## src/rtl/boot_load_sequencer_if.sv

```systemverilog
// Avalon-MM bus between the boot load sequencer (master) and the
// interconnect carrying the SD driver and PIO slaves.
interface boot_load_sequencer_if;
  logic [27:0] address;
  logic [3:0]  byteenable;
  logic        write;
  logic [31:0] writedata;
  logic        read;
  logic [31:0] readdata;
  logic        waitrequest;

  modport master (
    output address, byteenable, write, writedata, read,
    input  readdata, waitrequest
  );

  modport slave (
    input  address, byteenable, write, writedata, read,
    output readdata, waitrequest
  );
endinterface

```

## src/rtl/boot_load_sequencer.sv

```systemverilog
// Holds ao486 in reset, loads BIOS and VBIOS through the SD driver with status
// polling, then releases reset. Optional poll timeout: BOOT_LOAD_TIMEOUT_EN.
module boot_load_sequencer #(
  parameter logic [31:0] PIO_OUTPUT_ADDR = 32'h0000_8860,
  parameter logic [31:0] DRIVER_SD_ADDR  = 32'h0000_0000,
  parameter logic [31:0] POWERUP_DELAY   = 32'd20_000_000,
  parameter logic [31:0] POLL_GAP        = 32'd1000,
`ifdef BOOT_LOAD_TIMEOUT_EN
  parameter logic [31:0] TIMEOUT_CYCLES  = 32'd50_000_000,
`endif
  parameter logic [31:0] BIOS_SECTOR     = 32'd72,
  parameter logic [31:0] BIOS_SIZE       = 32'd65536,
  parameter logic [31:0] BIOS_ADDR       = 32'h080F_0000,
  parameter logic [31:0] VBIOS_SECTOR    = 32'd8,
  parameter logic [31:0] VBIOS_SIZE      = 32'd32768,
  parameter logic [31:0] VBIOS_ADDR      = 32'h080C_0000,
  parameter logic [31:0] CTRL_READ       = 32'd2,
  parameter logic [2:0]  STATUS_IDLE     = 3'd2,
  parameter logic [2:0]  STATUS_ERROR    = 3'd5
) (
  input  logic                          clk,
  input  logic                          rst,
  boot_load_sequencer_if.master         bus,
  output logic                          done,
  output logic                          error,
  output logic                          job
);

  typedef enum logic [3:0] {
    INIT_WAIT, HOLD, POLL_PRE, WR_ADDR, WR_SECTOR, WR_COUNT, WR_CTRL,
    POLL, RELEASE, DONE, FAIL
  } state_t;

  localparam logic [31:0] DELAY_LAST  = (POWERUP_DELAY != 0) ? POWERUP_DELAY - 1 : '0;
  localparam logic [31:0] GAP_LAST    = (POLL_GAP != 0) ? POLL_GAP - 1 : '0;
  localparam logic [31:0] BIOS_COUNT  = BIOS_SIZE >> 9;
  localparam logic [31:0] VBIOS_COUNT = VBIOS_SIZE >> 9;
  localparam logic [27:0] PIO_REG     = PIO_OUTPUT_ADDR[27:0];
  localparam logic [27:0] DRV_BASE    = DRIVER_SD_ADDR[27:0];

  state_t      state;
  logic [31:0] cnt;
  logic [27:0] wr_addr;
  logic [31:0] wr_data;
  state_t      wr_next;
  logic [2:0]  status;
  logic        timed_out;
  logic        unused_readdata;

  assign status          = bus.readdata[2:0];
  assign unused_readdata = ^bus.readdata[31:3];

`ifdef BOOT_LOAD_TIMEOUT_EN
  // Cycles spent in the current polling state; zero in every other state so
  // each entry into POLL_PRE/POLL starts a fresh window.
  logic [31:0] wait_cnt;

  always_ff @(posedge clk) begin
    if (rst || (state != POLL_PRE && state != POLL)) wait_cnt <= '0;
    else if (wait_cnt < TIMEOUT_CYCLES)                wait_cnt <= wait_cnt + 32'd1;
  end

  assign timed_out = (wait_cnt >= TIMEOUT_CYCLES);
`else
  assign timed_out = 1'b0;
`endif

  // Target, payload and successor of whichever write the current state issues.
  always_comb begin
    // NOTE: every output gets a default before the case so no path infers a latch.
    wr_addr = DRV_BASE;
    wr_data = '0;
    wr_next = state;
    case (state)
      HOLD:      begin wr_addr = PIO_REG; wr_data = 32'd1; wr_next = POLL_PRE; end
      WR_ADDR:   begin wr_data = job ? VBIOS_ADDR : BIOS_ADDR; wr_next = WR_SECTOR; end
      WR_SECTOR: begin
        wr_addr = DRV_BASE + 28'd4;
        wr_data = job ? VBIOS_SECTOR : BIOS_SECTOR;
        wr_next = WR_COUNT;
      end
      WR_COUNT:  begin
        wr_addr = DRV_BASE + 28'd8;
        wr_data = job ? VBIOS_COUNT : BIOS_COUNT;
        wr_next = WR_CTRL;
      end
      WR_CTRL:   begin wr_addr = DRV_BASE + 28'd12; wr_data = CTRL_READ; wr_next = POLL; end
      RELEASE:   begin wr_addr = PIO_REG; wr_data = 32'd0; wr_next = DONE; end
      default:   ;
    endcase
  end

  // NOTE: all sequential state uses non-blocking assignments so every
  // register samples pre-edge values regardless of statement order.
  always_ff @(posedge clk) begin
    if (rst) begin
      state          <= INIT_WAIT;
      cnt            <= '0;
      bus.address    <= '0;
      bus.byteenable <= '0;
      bus.write      <= 1'b0;
      bus.writedata  <= '0;
      bus.read       <= 1'b0;
      done           <= 1'b0;
      error          <= 1'b0;
      job            <= 1'b0;
    end else begin
      case (state)
        INIT_WAIT: begin
          if (cnt >= DELAY_LAST) begin
            cnt   <= '0;
            state <= HOLD;
          end else begin
            cnt <= cnt + 32'd1;
          end
        end

        HOLD, WR_ADDR, WR_SECTOR, WR_COUNT, WR_CTRL, RELEASE: begin
          if (!bus.write) begin
            bus.write      <= 1'b1;
            bus.byteenable <= 4'b1111;
            bus.address    <= wr_addr;
            bus.writedata  <= wr_data;
          end else if (!bus.waitrequest) begin
            bus.write      <= 1'b0;
            bus.byteenable <= '0;
            bus.address    <= '0;
            bus.writedata  <= '0;
            state          <= wr_next;
            if (state == RELEASE) done <= 1'b1;
          end
        end

        POLL_PRE, POLL: begin
          if (bus.read) begin
            if (!bus.waitrequest) begin
              bus.read       <= 1'b0;
              bus.byteenable <= '0;
              bus.address    <= '0;
              if (status == STATUS_IDLE) begin
                if (state == POLL_PRE) begin
                  state <= WR_ADDR;
                end else if (!job) begin
                  job   <= 1'b1;
                  state <= WR_ADDR;
                end else begin
                  state <= RELEASE;
                end
              end else if (status == STATUS_ERROR || timed_out) begin
                error <= 1'b1;
                state <= FAIL;
              end
            end
          end else if (timed_out) begin
            error <= 1'b1;
            state <= FAIL;
          end else if (cnt >= GAP_LAST) begin
            cnt            <= '0;
            bus.read       <= 1'b1;
            bus.byteenable <= 4'b1111;
            bus.address    <= DRV_BASE;
          end else begin
            cnt <= cnt + 32'd1;
          end
        end

        default: ;  // DONE and FAIL keep the bus idle until reset
      endcase
    end
  end

endmodule

```

## src/flat_wrapper.sv

```systemverilog
// flat-port wrapper written by rule: the top's interface ports become plain ports
module boot_load_sequencer_flat 
#(
  parameter logic [31:0] PIO_OUTPUT_ADDR = 32'h0000_8860,
  parameter logic [31:0] DRIVER_SD_ADDR  = 32'h0000_0000,
  parameter logic [31:0] POWERUP_DELAY   = 32'd20_000_000,
  parameter logic [31:0] POLL_GAP        = 32'd1000,

  parameter logic [31:0] BIOS_SECTOR     = 32'd72,
  parameter logic [31:0] BIOS_SIZE       = 32'd65536,
  parameter logic [31:0] BIOS_ADDR       = 32'h080F_0000,
  parameter logic [31:0] VBIOS_SECTOR    = 32'd8,
  parameter logic [31:0] VBIOS_SIZE      = 32'd32768,
  parameter logic [31:0] VBIOS_ADDR      = 32'h080C_0000,
  parameter logic [31:0] CTRL_READ       = 32'd2,
  parameter logic [2:0]  STATUS_IDLE     = 3'd2,
  parameter logic [2:0]  STATUS_ERROR    = 3'd5
)
  (clk, rst, done, error, job, bus_address, bus_byteenable, bus_write, bus_writedata, bus_read, bus_readdata, bus_waitrequest);
  boot_load_sequencer_if bus_i ();
  input  logic clk;
  input  logic rst;
  output logic done;
  output logic error;
  output logic job;
  output wire logic [$bits(bus_i.address)-1:0] bus_address;
  output wire logic [$bits(bus_i.byteenable)-1:0] bus_byteenable;
  output wire logic [$bits(bus_i.write)-1:0] bus_write;
  output wire logic [$bits(bus_i.writedata)-1:0] bus_writedata;
  output wire logic [$bits(bus_i.read)-1:0] bus_read;
  input wire logic [$bits(bus_i.readdata)-1:0] bus_readdata;
  input wire logic [$bits(bus_i.waitrequest)-1:0] bus_waitrequest;
  assign bus_address = bus_i.address;
  assign bus_byteenable = bus_i.byteenable;
  assign bus_write = bus_i.write;
  assign bus_writedata = bus_i.writedata;
  assign bus_read = bus_i.read;
  assign bus_i.readdata = bus_readdata;
  assign bus_i.waitrequest = bus_waitrequest;
  boot_load_sequencer #(.PIO_OUTPUT_ADDR(PIO_OUTPUT_ADDR), .DRIVER_SD_ADDR(DRIVER_SD_ADDR), .POWERUP_DELAY(POWERUP_DELAY), .POLL_GAP(POLL_GAP), .BIOS_SECTOR(BIOS_SECTOR), .BIOS_SIZE(BIOS_SIZE), .BIOS_ADDR(BIOS_ADDR), .VBIOS_SECTOR(VBIOS_SECTOR), .VBIOS_SIZE(VBIOS_SIZE), .VBIOS_ADDR(VBIOS_ADDR), .CTRL_READ(CTRL_READ), .STATUS_IDLE(STATUS_IDLE), .STATUS_ERROR(STATUS_ERROR)) u_core (.clk(clk), .rst(rst), .bus(bus_i), .done(done), .error(error), .job(job));
endmodule
```

## config.mk

```make
export PLATFORM = sky130hd
export DESIGN_NAME = boot_load_sequencer_flat
export DESIGN_NICKNAME = d
export VERILOG_FILES = /design/src/rtl/boot_load_sequencer_if.sv /design/src/rtl/boot_load_sequencer.sv /design/src/flat_wrapper.sv
export SDC_FILE = /design/constraint.sdc
export NUM_CORES = 1
export LEC_CHECK = 0
export CORE_ASPECT_RATIO = 0.7
export CORE_UTILIZATION = 55
export CTS_BUF_LIST = sky130_fd_sc_hd__clkbuf_8
export CTS_CLUSTER_SIZE = 10
export DETAILED_ROUTE_END_ITERATION = 16
export GPL_TIMING_DRIVEN = 0
export PLACE_DENSITY = 0.87
export RECOVER_POWER = 50
export SLEW_MARGIN = 40
export SYNTH_ARGS = -nofsm -noshare
export SYNTH_HDL_FRONTEND = slang
export SYNTH_SLANG_ARGS = --single-unit
```

## constraint.sdc

```tcl
create_clock -name clk -period 4.6 [get_ports clk]
set_input_delay 0.92 -clock clk [delete_from_list [all_inputs] [get_ports clk]]
set_output_delay 0.92 -clock clk [all_outputs]
set_load 0.01 [all_outputs]
```

==> Word-level counts from Yosys, hierarchy flattened <==
Index checks and enable logic that the tools add are counted.
Widths: inputs -> output; s select.
{ "totals": {"word_cells": 86, "out_inout_bits": 69, "input_bits": 35, "ff_bits": 105} }
{ "op_classes": {"bitwise_logic": 3, "reduce_logical": 14, "addsub": 1, "mux": 36, "n_eq_ne": 20, "magnitude_cmp": 2} }
{ "ops": {"columns": ["operator", "count"], "rows": [
  ["$mux 32", 5],
  ["$pmux 32 s5", 1],
  ["$mux 28", 4],
  ["$pmux 16 s4", 1],
  ["$pmux 32 s2", 1],
  ["$pmux 28 s2", 1],
  ["$mux 4", 13],
  ["$add 32x1->32 const B", 1],
  ["$ge 32x10->1 const B", 1],
  ["$ge 32x25->1 const B", 1],
  ["$pmux 4 s6", 1],
  ["$mux 18", 1],
  ["$eq 4x3->1 const B", 4],
  ["$pmux 4 s3", 1],
  ["$reduce_and 5->1", 2],
  ["$eq 4x2->1 const B", 2],
  ["$mux 8", 1],
  ["$ne 2x2->1 const B", 4],
  ["$pmux 4 s2", 1],
  ["$reduce_and 8->1", 1],
  ["$mux 7", 1],
  ["$ne 7x1->1 const B", 1],
  ["$ne 2x1->1 const B", 3],
  ["$ne 3x1->1 const B", 2],
  ["13 further kinds", 22]
]} }

==> Longest topological paths before layout <==
Gate-level depths: netlist of the first run.
{ "logic_depth": {"depth_word": 6, "mapped_depth": 8, "ltp_nobuf": 6} }

==> Least setup slack after synthesis of the first run <==
Ideal clock, no wire load.
{ "synth_path": {"path_type": "input port to flip-flop", "start": "in rst", "end": "reg u_core.cnt[15]", "path_slack_ns": 2.516, "arrival_ns": 1.959, "cell_stages": 5, "setup_time_ns": 0.125, "path_buffers": 2, "required_time_ns": 4.475, "path_cell_list": "clkbuf_1 -> clkinv_1 -> o21ai_4 -> buf_2 -> nor3_2"} }
{ "synth_lines": {"columns": ["element", "line", "source"], "rows": [
  ["start: declaration", "flat_wrapper.sv:22", "input logic rst;"],
  ["end signal: assignment", "boot_load_sequencer.sv:114", "cnt <= cnt + 32'd1;"],
  ["end signal: assignment", "boot_load_sequencer.sv:163", "cnt <= cnt + 32'd1;"],
  ["end: declaration", "boot_load_sequencer.sv:42", "logic [31:0] cnt;"]
]} }

==> Worst setup path after layout of the first run <==
{ "layout_path": {"start": "reg u_core.cnt[30]", "end": "reg u_core.bus.address[19]"} }
{ "layout_via": {"elab_chain_cells": 3} }
{ "layout_rtl": {"columns": ["element", "line", "source"], "rows": [
  ["$ge 32x10->1", "boot_load_sequencer.sv:157", "end else if (cnt >= GAP_LAST) begin"],
  ["$ne 3x1->1 (no line)", null, null],
  ["$reduce_and 2->1 (no line)", null, null],
  ["end signal: assignment", "boot_load_sequencer.sv:122", "bus.address <= wr_addr;"],
  ["end: declaration", "boot_load_sequencer_if.sv:13", "output address, byteenable, write, writedata, read,"]
]} }
Every way passes these cells.
A chain may end at the register's enable or synchronous reset.

==> out/results.tsv, run 1 <==
stage	metric	value	unit
synth	Post-Syn Instances	451	
setup_path	slowest CP cell	o31ai_1	
synth	register area share after synthesis	39.1	%
sta	final period utilization	63.0	%
cells_and_area	Register Area	1600	sq um
setup_path	Setup CP Type	reg -> reg	
cts	CTS Sinks	80	
synth	Synth Flop Type	dfxtp_1	
sta	final setup TNS	0	ns
synth	yosys warns	0	
min_path	type of the most critical hold path	reg -> reg	
floorplan	core area	6980	sq um
global_route	initial antenna violation count	0	
cts	hold_buf cts	0	
power_and_ir_drop	combinational share of power	32.4	%
synth	Avg Inst Size Synth	9.09	sq um
placed_design	area post-placement	4810	sq um
cells_and_area	fin cells	633	
setup_path	Data required, critical path	4.90	ns
sta	Fmax achieved	345	MHz
power_and_ir_drop	PD cells	395	nW/um^2
sta	PnR worst setup slack	1.70	ns
detailed_routing	Pre-antenna DRT Iters	5	
placed_design	routability congestion estimate from global placement	0.912	
power_and_ir_drop	sequential cell fraction of total power	39.2	%
cells_and_area	area delta synth->final	21.1	%
setup_path	max incr delay on CP	0.77	ns
setup_path	CP Cell Sequence	nor4_1 -> nand4_1 -> o31ai_1 -> a22oi_1 -> buf_4 -> nor3b_2	
job	max cap viols	0	
detailed_routing	routed length per placed instance	16.9	microns
cts	Num CTS Buffers	9	
detailed_routing	Routed WL	10700	microns
placed_design	post-placement worst setup slack	1.78	ns
sta	Max Clock Skew	0.0129	ns
floorplan	# IOs	104	
floorplan	effective utilization at floorplan	58.8	%
setup_path	CP top delay family	compound AO/OA/AOI/OAI gates	
detailed_routing	DR vias/cell	6.01	
detailed_routing	Antenna Nets Post-Route	0	
sta	RSZ-0062 raised after global routing	no	
cells_and_area	commonest non-fill, non-tap cells in the layout	dfxtp_1, dlygate4sd3_1, nor2_1, nand2_1, buf_4	
sta	max_slew headroom	35.3	%
placed_design	dpl hpwl	7520	microns
synth	synthesized flop and latch total	80	
sta	final hold vios	0	
setup_path	crit path buf inv count	1	
synth	cell area after synthesis	4100	sq um
power_and_ir_drop	Sw Share	38.0	%
power_and_ir_drop	P_sw	744	uW
sta	Final setup viols	0	
cts	CTS tree	done	
sta	Slew @ Worst Pin	0.967	ns
cells_and_area	final instance area	4960	sq um
synth	Async S/R FF share, synth	0	%
cells_and_area	n_diodes	0	
cells_and_area	nets@finish	570	
setup_path	CP endpoint kind	flop	
power_and_ir_drop	VDD IR max	0.244	mV
cts	Bufs on Longest Clock Path	2	
placed_design	Buffers on Ports	51	
power_and_ir_drop	Leak	0.00191	uW
cts	Skew-Pair Late Insertion Delay	0.37	ns
floorplan	die area	7810	sq um
cts	post-CTS sizing	0	
global_route	pin count of the biggest net entering global routing	17	
placed_design	placed insts	617	
cells_and_area	filler instances	528	
synth	post-synthesis cell type count	71	
sta	Final Max Slew Viols	0	
global_route	first-pass GRT wire length	17100	microns
floorplan	row count	25	
detailed_routing	Starting DRT DRC Count	467	
global_route	grt ovf	0	
cts	H-tree lvl count	3	
detailed_routing	vias	3806	
global_route	vias in the first global route	3508	
run_status	outcome	finished clean	
cts	setup repair bufs after CTS	0	
cells_and_area	layout cells sized above 1	17.4	%
setup_path	Crit Path Max Fanout	10	
cts	Clock Root Buffer	clkbuf_8	
setup_path	Data arrival, critical path	3.20	ns
detailed_routing	number of remaining DRC errors	0	
global_route	GRT Resource Usage Total	28.2	%
setup_path	crit path launch type	flop	
sta	hold_ws	0.473	ns
floorplan	width of the chip	105	microns
power_and_ir_drop	Int Pwr	1210	uW
cells_and_area	multi-input logic area	2160	sq um
power_and_ir_drop	Clock Power Share	28.4	%
synth	EDFF count, synth	0	
sta	Tmin final	2.90	ns
cells_and_area	commonest non-fill, non-tap cell in the layout	dfxtp_1	
floorplan	chip height	74.2	microns
cts	clock transition at the registers of the reported paths	0.09	ns
state kept, by name, summed over array words and instances (netlist names), 4 cells and up:
register / count
u_core.bus.byteenable: 4
u_core.bus.address: 28
u_core.state: 4
u_core.bus.writedata: 7
u_core.cnt: 32
worst reg2reg max path, stage by stage, from the launching register on:
cell,delay (ns)
dfxtp_1,0.35
nor4_1,0.51
nand4_1,0.22
o31ai_1,0.77
a22oi_1,0.47
buf_4,0.33
nor3b_2,0.19
final timing paths:
kind / cells after the start / slack (ns) / start / end
max: 6 / 1.70 / u_core.cnt[30] / u_core.bus.address[19]
min reg2reg: 2 / 0.47 / u_core.bus.byteenable[0] / u_core.bus.byteenable[0]
min: 2 / 0.47 / u_core.bus.byteenable[0] / u_core.bus.byteenable[0]
max reg2reg: 6 / 1.70 / u_core.cnt[30] / u_core.bus.address[19]
area by class of cell:
class | count | share of cell area [%]
sequential | 80 | 32.3
tap | 94 | 2.37
timing repair buffer | 51 | 10.3
clock buffer | 9 | 2.50
buffer | 50 | 6.15
multi-input combinational | 326 | 43.5
inverter | 16 | 1.21
clock inverter | 7 | 1.69
cell usage after synthesis (8+ instances only):
cell type	number	share of area, %
nand4_1	15	2.3
nor2_1	28	2.6
a21oi_1	12	1.5
xnor2_1	20	4.3
nor3_2	11	2.7
inv_1	14	1.3
and3_1	9	1.4
clkbuf_1	11	1.0
buf_4	27	4.9
o21ai_0	9	1.1
nor3_1	26	3.2
buf_2	8	0.98
nor3b_2	20	6.1
nor4_1	14	2.1
dfxtp_1	80	39
nand2_1	28	2.6
nand3_1	15	1.8
power groups by stage:
stage	clock network [uW]	registers, uW	logic, uW
finish	556	767	635
global placement	0	778	610
detailed placement	0	780	637
global route	587	771	685
floorplan	0	785	460
CTS	559	766	646
logic make-up (layout without fill, tap and decap cells):
group	after synthesis	after routing	share of synthesized area (%)
and+or+nand+nor	197	197	30.7
AOI/OAI and AO/OA	80	80	15.2
DFF	80	80	39.1
buffers and inverters	66	133	8.94
xor gates and xnor gates	23	23	4.91
muxes	3	3	0.763
adders and majority gates	1	1	0.305
other	1	22	0.0915
through the flow:
step           total power, uW  util, %
3_3_place_gp              1390     68.9
2_1_floorplan             1250        -
6_report                  1960     71.1
3_5_place_dp              1420     68.9
5_1_grt                   2040     71.1
4_1_cts                   1970     71.9
metal layers:
metal | GRT usage [%] | wire length (microns) | part of all wire [%]
met1 | 38.3 | 4730 | 44
met5 | 0 | 0 | 0
met2 | 44.2 | 4740 | 44
met4 | 11.9 | 266 | 2.5
met3 | 6.05 | 970 | 9.1
(Power assumes the default switching activity.)
==> run 2: changes to the inputs <==
--- a/config.mk
+++ b/config.mk
@@ -6,12 +6,12 @@
 export NUM_CORES = 1
 export LEC_CHECK = 0
 export CORE_ASPECT_RATIO = 0.7
-export CORE_UTILIZATION = 55
+export CORE_UTILIZATION = 51
 export CTS_BUF_LIST = sky130_fd_sc_hd__clkbuf_8
 export CTS_CLUSTER_SIZE = 10
 export DETAILED_ROUTE_END_ITERATION = 16
 export GPL_TIMING_DRIVEN = 0
-export PLACE_DENSITY = 0.87
+export PLACE_DENSITY = 0.82
 export RECOVER_POWER = 50
 export SLEW_MARGIN = 40
 export SYNTH_ARGS = -nofsm -noshare
==> constraint.sdc (replaced) <==
create_clock -name clk -period 3 [get_ports clk]
set_input_delay 0.6 -clock clk [delete_from_list [all_inputs] [get_ports clk]]
set_output_delay 0.6 -clock clk [all_outputs]
set_load 0.01 [all_outputs]
==> run 2 against run 1 <==
Maximum frequency is 7.9% higher. Sequential power is 53% higher. Via count is 1.4% lower. Sequential cell count stayed put. Critical path depth is 2 higher. Wire length is 4.4% lower. Sequential share of layout area is 0.11 points lower. Clock skew is 0.0032 ns lower. First-iteration DRC count is 16% lower. Design area is 0.35% higher.
==> out/results.tsv, run 2 (synthesis gave the netlist of run 1 again) <==
stage	metric	value	unit	change
run_status	outcome	finished clean		
detailed_routing	vias	3753		-1.4%
global_route	initial antenna violation count	0		unchanged
sta	RSZ-0062 raised after global routing	no		
cells_and_area	biggest regs	u_core.cnt (32), u_core.bus.address (28), u_core.bus.writedata (7)		
cts	setup repair bufs after CTS	0		unchanged
cells_and_area	layout cells sized above 1	18.0	%	+0.56 points
cts	CTS Sinks	80		unchanged
detailed_routing	Pre-antenna DRT Iters	5		unchanged
sta	final setup TNS	0	ns	unchanged
setup_path	Setup CP Type	reg -> reg		
sta	Fmax achieved	372	MHz	+7.9%
setup_path	Data arrival, critical path	2.93	ns	-0.27 ns
min_path	hold path depth	2		unchanged
cells_and_area	largest register by flop count	u_core.cnt		
placed_design	dpl hpwl	7520	microns	about the same
power_and_ir_drop	VDD IR max	0.314	mV	+29%
global_route	first-pass GRT wire length	16900	microns	-0.85%
detailed_routing	number of remaining DRC errors	0		unchanged
detailed_routing	DR vias/cell	5.89		-2.0%
cts	Num CTS Buffers	9		unchanged
min_path	type of the most critical hold path	reg -> reg		
sta	Final setup viols	0		unchanged
min_path	hold_sp	u_core.bus.address[2]		
setup_path	Crit Path Max Fanout	10		unchanged
setup_path	worst reg2reg path depth	8		+2
cts	clock transition at the registers of the reported paths	0.09	ns	about the same
cells_and_area	n_diodes	0		unchanged
setup_path	Reg-to-Reg Start	u_core.state[1]		
cts	CTS tree	done		
floorplan	row count	26		+4.0%
floorplan	core area	7550	sq um	+8.2%
floorplan	die area	8410	sq um	+7.7%
cts	Skew-Pair Late Insertion Delay	0.37	ns	about the same
sta	Final Max Slew Viols	0		unchanged
sta	Tmin final	2.69	ns	-0.213 ns
power_and_ir_drop	Leak	0.00197	uW	+3.1%
sta	max_slew headroom	33.4	%	-1.9 points
placed_design	routability congestion estimate from global placement	0.891		-2.2%
cells_and_area	max reg flops	32		unchanged
detailed_routing	Starting DRT DRC Count	394		-16%
cts	Bufs on Longest Clock Path	2		unchanged
detailed_routing	routed length per placed instance	16.1	microns	-5.0%
floorplan	chip height	77.0	microns	+3.7%
cts	H-tree lvl count	3		unchanged
sta	hold_ws	0.471	ns	-0.00182 ns
setup_path	worst setup path startpoint	u_core.state[1]		
setup_path	CP endpoint kind	flop		
cts	Clock Root Buffer	clkbuf_8		
cells_and_area	fin util	66.0	%	-5.2 points
cells_and_area	commonest non-fill, non-tap cell in the layout	dfxtp_1		
global_route	grt ovf	0		unchanged
setup_path	crit path launch type	flop		
cells_and_area	nets@finish	570		unchanged
cts	hold_buf cts	0		unchanged
floorplan	# IOs	104		unchanged
sta	final hold vios	0		unchanged
detailed_routing	Routed WL	10200	microns	-4.4%
power_and_ir_drop	PD cells	583	nW/um^2	+48%
floorplan	width of the chip	109	microns	+3.8%
cells_and_area	commonest non-fill, non-tap cells in the layout	dfxtp_1, dlygate4sd3_1, nand2_1, nor2_1, buf_4		
cts	post-CTS sizing	0		unchanged
floorplan	effective utilization at floorplan	54.3	%	-4.5 points
sta	Max Clock Skew	0.00978	ns	-0.00316 ns
setup_path	Data required, critical path	3.25	ns	-1.65 ns
job	max cap viols	0		unchanged
sta	Slew @ Worst Pin	0.995	ns	+0.0284 ns
detailed_routing	Antenna Nets Post-Route	0		unchanged
global_route	vias in the first global route	3498		-0.29%
sta	final period utilization	89.5	%	+27 points
global_route	pin count of the biggest net entering global routing	17		unchanged
global_route	GRT Resource Usage Total	25.8	%	-2.4 points
placed_design	Buffers on Ports	51		unchanged
cells_and_area	area delta synth->final	21.5	%	
run 2: cell types whose count changed in the layout (fill, tap and decap cells not counted), sizes merged:
| cell | previous run | this run |
|---|---|---|
| clkinvlp | 1 | 0 |
| clkdlybuf4s50 | 13 | 4 |
| bufinv | 1 | 0 |
| inv | 19 | 20 |
| dlygate4sd3 | 38 | 47 |
| clkinv | 2 | 3 |
run 2: through the flow:
step | setup WS (ns) | cell area [sq um] | instances | power (uW)
2_1_floorplan | 0.986 | 4180 | 472 | 1910
3_3_place_gp | 0.570 | 4810 | 621 | 2140
3_5_place_dp | 0.509 | 4810 | 621 | 2180
4_1_cts | 0.457 | 4990 | 637 | 2940
5_1_grt | 0.177 | 4980 | 637 | 3060
6_report | 0.314 | 4980 | 637 | 2900
run 2: final timing paths:
path	to	slack, ns
hold reg to reg	u_core.bus.address[2]	0.47
hold / removal	u_core.bus.address[2]	0.47
setup reg to reg	u_core.cnt[19]	0.31
setup / recovery	u_core.cnt[19]	0.31
run 2: metal layers:
metal	global-route usage [%]	vias to the layer above	wire (microns)
li1	-	1771	-
met1	36.2	1764	4520
met2	39.2	198	4670
met3	4.51	20	854
met4	10.0	0	191
met5	0	-	0
run 2: worst max-delay path, cell delays in order (launching register included):
cell,delay (ns)
dfxtp_1,0.30
clkbuf_1,0.20
and3_1,0.22
buf_4,0.15
o211ai_1,0.78
clkbuf_1,0.46
nor4_1,0.15
xnor2_1,0.22
nor3_2,0.06
run 2: power by group:
part | internal (uW) | switching [uW] | total, uW
Combinational | 342 | 627 | 969
Clock | 318 | 444 | 762
Sequential | 1130 | 45.9 | 1170
Total | 1790 | 1120 | 2900
run 2: final cells by class:
cell class	count	area, sq um
plain buffers	50	305
clock buffers	9	124
clock inverters	7	60.1
fillers	633	2570
inverters	16	60.1
multi-input cells	326	2200
flip-flops and latches	80	1600
well taps	98	123
repair buffers	51	510
